## config.mk

```make
export PLATFORM = sky130hd
export DESIGN_NAME = bus_target_responder
export DESIGN_NICKNAME = d
export VERILOG_FILES = /design/src/rtl/cpu65_bus_pkg.sv /design/src/rtl/phi2_edge_detect.sv /design/src/rtl/bus_target_responder.sv
export SDC_FILE = /design/constraint.sdc
export NUM_CORES = 1
export LEC_CHECK = 0
export CAP_MARGIN = 20
export CORE_MARGIN = 5
export CORE_UTILIZATION = 45
export CTS_CLUSTER_DIAMETER = 100
export DETAILED_ROUTE_END_ITERATION = 12
export PLACE_DENSITY = 0.89
export SLEW_MARGIN = 20
export SYNTH_ARGS = -nofsm -noshare
export SYNTH_HDL_FRONTEND = slang
export SYNTH_SLANG_ARGS = --single-unit
```

## constraint.sdc

```tcl
create_clock -name fclk -period 4.9 [get_ports fclk]
set_clock_uncertainty 0.1 [all_clocks]
set_input_delay 0.735 -clock fclk [delete_from_list [all_inputs] [get_ports fclk]]
set_output_delay 0.735 -clock fclk [all_outputs]
set_load 0.02 [all_outputs]
```

## src/rtl/cpu65_bus_pkg.sv

```systemverilog
// Shared types for 65C02 external-bus targets: responder states, float fill
// value and the phi2 edge pair.
package cpu65_bus_pkg;
  typedef enum logic [2:0] {
    ST_IDLE,
    ST_RD_WAIT,
    ST_RD_DONE,
    ST_WR_CAP,
    ST_WR_REQ
  } resp_state_t;

  localparam logic [7:0] BUS_FLOAT = 8'hFF;

  typedef struct packed {
    logic rise;
    logic fall;
  } phi2_edge_t;
endpackage

```

## src/rtl/phi2_edge_detect.sv

```systemverilog
// Registers phi2 in the fclk domain and flags its rising/falling edges.
// The pulses are combinational against the registered copy.
module phi2_edge_detect
  import cpu65_bus_pkg::*;
(
  input  logic fclk,
  input  logic resb,
  input  logic phi2,
  output logic phi2_rise,
  output logic phi2_fall
);
  logic       phi2_q;
  phi2_edge_t edg;

  always_ff @(posedge fclk or negedge resb) begin
    if (!resb) phi2_q <= 1'b0;
    else       phi2_q <= phi2;
  end

  assign edg       = '{rise: phi2 & ~phi2_q, fall: ~phi2 & phi2_q};
  assign phi2_rise = edg.rise;
  assign phi2_fall = edg.fall;
endmodule

```

## src/rtl/bus_target_responder.sv

```systemverilog
// Target end of the 65C02 data bus: serves reads/writes inside a 2^WIN_W window
// through a req/ack memory port, stalling the core via RDY while reads are pending.
module bus_target_responder
  import cpu65_bus_pkg::*;
#(
  parameter logic [15:0] BASE_ADDR = 16'h8000,
  parameter int          WIN_W     = 12,
  parameter int          MAX_WAIT  = 15
) (
  input  logic             fclk,
  input  logic             resb,
  input  logic             phi2,
  input  logic             rwb,
  input  logic             be,
  input  logic [15:0]      addr,
  input  logic [7:0]       data_in,
  output logic [7:0]       data_out,
  output logic             data_oe,
  output logic             rdy,
  output logic             mem_req,
  output logic             mem_we,
  output logic [WIN_W-1:0] mem_addr,
  output logic [7:0]       mem_wdata,
  input  logic [7:0]       mem_rdata,
  input  logic             mem_ack,
  output logic             bus_err
);
  localparam logic [7:0] MAX_W8 = 8'(MAX_WAIT);

  resp_state_t state;
  logic        served;
  logic [7:0]  wait_cnt, cnt_inc;
  logic [7:0]  rd_buf;
  logic        hit, timeout;
  logic        phi2_fall, phi2_rise_unused;

  phi2_edge_detect u_edge (
    .fclk      (fclk),
    .resb      (resb),
    .phi2      (phi2),
    .phi2_rise (phi2_rise_unused),
    .phi2_fall (phi2_fall)
  );

  assign hit      = be && (addr[15:WIN_W] == BASE_ADDR[15:WIN_W]);
  assign cnt_inc  = wait_cnt + 8'd1;
  assign timeout  = (cnt_inc == MAX_W8);
  assign data_out = rd_buf;
  assign data_oe  = (state == ST_RD_DONE) && phi2 && be && rwb;
  // A new targeted cycle arriving while a posted write drains is held off.
  assign rdy      = !((state == ST_RD_WAIT) || ((state == ST_WR_REQ) && phi2 && hit));

  always_ff @(posedge fclk or negedge resb) begin
    if (!resb) begin
      state     <= ST_IDLE;
      served    <= 1'b0;
      wait_cnt  <= 8'd0;
      rd_buf    <= 8'd0;
      mem_req   <= 1'b0;
      mem_we    <= 1'b0;
      mem_addr  <= '0;
      mem_wdata <= 8'd0;
      bus_err   <= 1'b0;
    end else begin
      bus_err <= 1'b0;
      if (phi2_fall) served <= 1'b0;
      case (state)
        ST_IDLE: if (phi2 && hit && !served) begin
          mem_addr <= addr[WIN_W-1:0];
          served   <= 1'b1;
          if (rwb) begin
            mem_req  <= 1'b1;
            mem_we   <= 1'b0;
            wait_cnt <= 8'd0;
            state    <= ST_RD_WAIT;
          end else begin
            state <= ST_WR_CAP;
          end
        end
        // phi2 falling here is ignored: the core repeats the stalled cycle.
        ST_RD_WAIT: begin
          wait_cnt <= cnt_inc;
          if (mem_ack) begin
            rd_buf  <= mem_rdata;
            mem_req <= 1'b0;
            state   <= ST_RD_DONE;
          end else if (timeout) begin
            rd_buf  <= BUS_FLOAT;
            bus_err <= 1'b1;
            mem_req <= 1'b0;
            state   <= ST_RD_DONE;
          end
        end
        ST_RD_DONE: if (phi2_fall) state <= ST_IDLE;
        ST_WR_CAP: if (phi2_fall) begin
          mem_wdata <= data_in;
          mem_req   <= 1'b1;
          mem_we    <= 1'b1;
          wait_cnt  <= 8'd0;
          state     <= ST_WR_REQ;
        end
        ST_WR_REQ: begin
          wait_cnt <= cnt_inc;
          if (mem_ack || timeout) begin
            bus_err <= !mem_ack;
            mem_req <= 1'b0;
            mem_we  <= 1'b0;
            state   <= ST_IDLE;
          end
        end
        default: state <= ST_IDLE;
      endcase
    end
  end
endmodule

```

==> metrics <==
final setup margin=1.52 ns; GRT Util Overall=16.0%; cts hold-fix bufs=0; pre-CTS setup slack=1.53 ns; CTS max path bufs=2; Arr. time, crit path=2.54 ns; Async S/R FF share, synth=100%; largest net degree at the start of global routing=45; Power Dens Cells=375 nW/µm²; startpoint types=input pin; number of setup buffers added after CTS=0; post-synthesis instance total=181; CP startpoint=addr[13]; Syn. warnings=0; drt first pass iters=4; Synth area leader=dfrtp_1; vias in the first global route=1,624; Port-buffer cells=70; Commonest cells post-synth=44 x dfrtp_1, 12 x mux2_1, 12 x nor2_1; H-tree Lvls=2; Starting Density=47.0%; antenna viol nets, final=0; Root Buffer=clkbuf_8; peak supply drop=268 µV; Vias=1,674; CP Capture Point=rdy; Die W=77.7 µm; Tmin final=3.38 ns; Leak Pwr=1.30 nW; final worst-path cycle share=68.9%; gr ovfl total=0; Mapped Nets=221; CTS tree=done; first-pass GRT wire length=7940 µm; routed len/inst=15.6 µm; unique cell type count in the Yosys netlist=44; Num Clock Sinks=44; number of flops mapped to enable cells by yosys=0; n_diodes=0; RSZ-0062 raised after global routing=no; Slew @ Worst Pin=0.947 ns; area grow syn2layout=41.0%; Final Slew Violations=0; Max-Cap Viols=0; Iter 0 DRT Violations=91; Seq/Total Area, Yosys=53.4%; synthesized flop and latch total=44; Die ar.=6030 µm²; status=complete, no violations; initial antenna violation count=0; clk_lat worst skew=0.29 ns; Fin Setup TNS=0 ns; net count reported at finish=292; crit-path max FO=3; layout cells sized above 1=9.09%; CP endpoint kind=primary output; clock slew at reported path FFs=0.08 ns; Setup CP Type=input pin to primary output; CTS resizes=0; post-synthesis cell area=2060 µm²; data required time at the worst endpoint=4.07 ns; R2R setup slack=2.53 ns; Fill cells=362; Slew HR=36.3%; Core ar.=4380 µm²; chip height=77.7 µm; cell with the most instances after synthesis=dfrtp_1; cells on worst reg2reg path=4; Hold Vio Cnt, Final=0; HPWL Detailed=3530 µm; reg2reg end=mem_req; Fmax=296 MHz; ranking of synthesized cells by area=dfrtp_1 53%, mux2_1 6.6%, mux2_2 4.4%; final setup vio count=0; DRC Markers=0; Num CTS Buffers=5; Top-Level Pins=71; Std-Cell Rows=24; WHS=0.324 ns; R2R Path Start=state[2]; Synth Flop Type=dfrtp_1; Hold Crit Class=input pin to async pin; Avg Inst Size Synth=11.4 µm²; Yosys top cell area share=53.4%; Avg Vias per Cell=5.49; RD Place Congestion=0.840; Post-Route WL=4770 µm
## kinds of logic after synthesis
kind of cell               after synthesis  share of synthesized area, %
xor gates and xnor gates                 1                         0.425
DFF                                     44                          53.4
and+or+nand+nor                         58                          17.2
adders and majority gates                2                          1.21
muxes                                   20                          10.9
buffers and inverters                   18                          3.58
AOI/OAI and AO/OA                       38                          13.2
## routing by layer
layer,vias up,global-route usage (%),routed length [µm]
li1,795,-,-
met1,816,20.2,2000
met2,57,26.2,2320
met3,6,5.32,389
met4,0,4.81,61
met5,-,0,0
## stage by stage
step | instances | power [W] | area [µm²] | utilization, %
after floorplan | 181 | 0.000651 | 2060 | -
after CTS | 305 | 0.00110 | 2900 | 66.2
final | 305 | 0.00109 | 2910 | 66.3
after global routing | 305 | 0.00115 | 2910 | 66.3
after detailed placement | 297 | 0.000829 | 2800 | 63.8
after global placement | 297 | 0.000815 | 2800 | 63.8
## worst min path at each step
| stage | end | slack (ns) |
|---|---|---|
| floorplan | bus_err | 0.34 |
| global placement | mem_addr[1] | 0.37 |
| detailed placement | mem_addr[2] | 0.37 |
| CTS | mem_addr[2] | 0.39 |
| global route | data_out[2] | 0.37 |
| finish | mem_addr[6] | 0.32 |
## placed cells by master, fill, tap and decap left out, drive strengths merged, types with 2 or more instances in the layout
cell type      synthesis  final
clkbuf                 3      6
nand3                  3      3
nor3                  11     11
nand2                  5      5
a31o                   2      2
nor4b                  2      2
nand2b                 2      2
dfrtp                 44     44
or3b                   2      2
buf                    4      2
mux2                  20     20
nand3b                 2      2
or3                    2      2
a211o                  4      4
ha                     2      2
and3                   3      3
nor3b                  2      2
nor2b                  3      3
a21o                   4      4
o21ai                  8      8
clkdlybuf4s50          0     69
nor2                  12     12
inv                   11     11
a21oi                  9      9
o31ai                  5      5
or4b                   3      3
## area by class of cell
| type | count | area, µm² | share of cell area [%] |
|---|---|---|---|
| Clock buffer | 6 | 72.6 | 2.50 |
| Clock inverter | 2 | 35.0 | 1.21 |
| Inverter | 11 | 41.3 | 1.42 |
| Multi-Input combinational cell | 119 | 886 | 30.5 |
| Sequential cell | 44 | 1100 | 37.9 |
| Tap cell | 52 | 65.1 | 2.24 |
| Timing Repair Buffer | 71 | 706 | 24.3 |
## power by group
| group | internal (W) | leakage, nW | total, W | switching (W) |
|---|---|---|---|---|
| combinational | 0.000176 | 0.688 | 0.000337 | 0.000161 |
| clock | 0.000151 | 0.0552 | 0.000270 | 0.000118 |
| sequential | 0.000430 | 0.555 | 0.000483 | 0.0000529 |
## flip-flops by register name, indices dropped and copies added, names as in the netlist
name	flops
mem_addr	12
data_out	8
mem_wdata	8
wait_cnt	8
state	3
bus_err	1
mem_req	1
mem_we	1
served	1
u_edge.phi2_q	1
## worst max-delay path, cell delays in order
cell and delay [ns]:
clkdlybuf4s50_1 0.42, or4b_4 0.58, nor2_1 0.11, o21ai_0 0.10, clkdlybuf4s50_1 0.59
(Power assumes the default switching activity.)
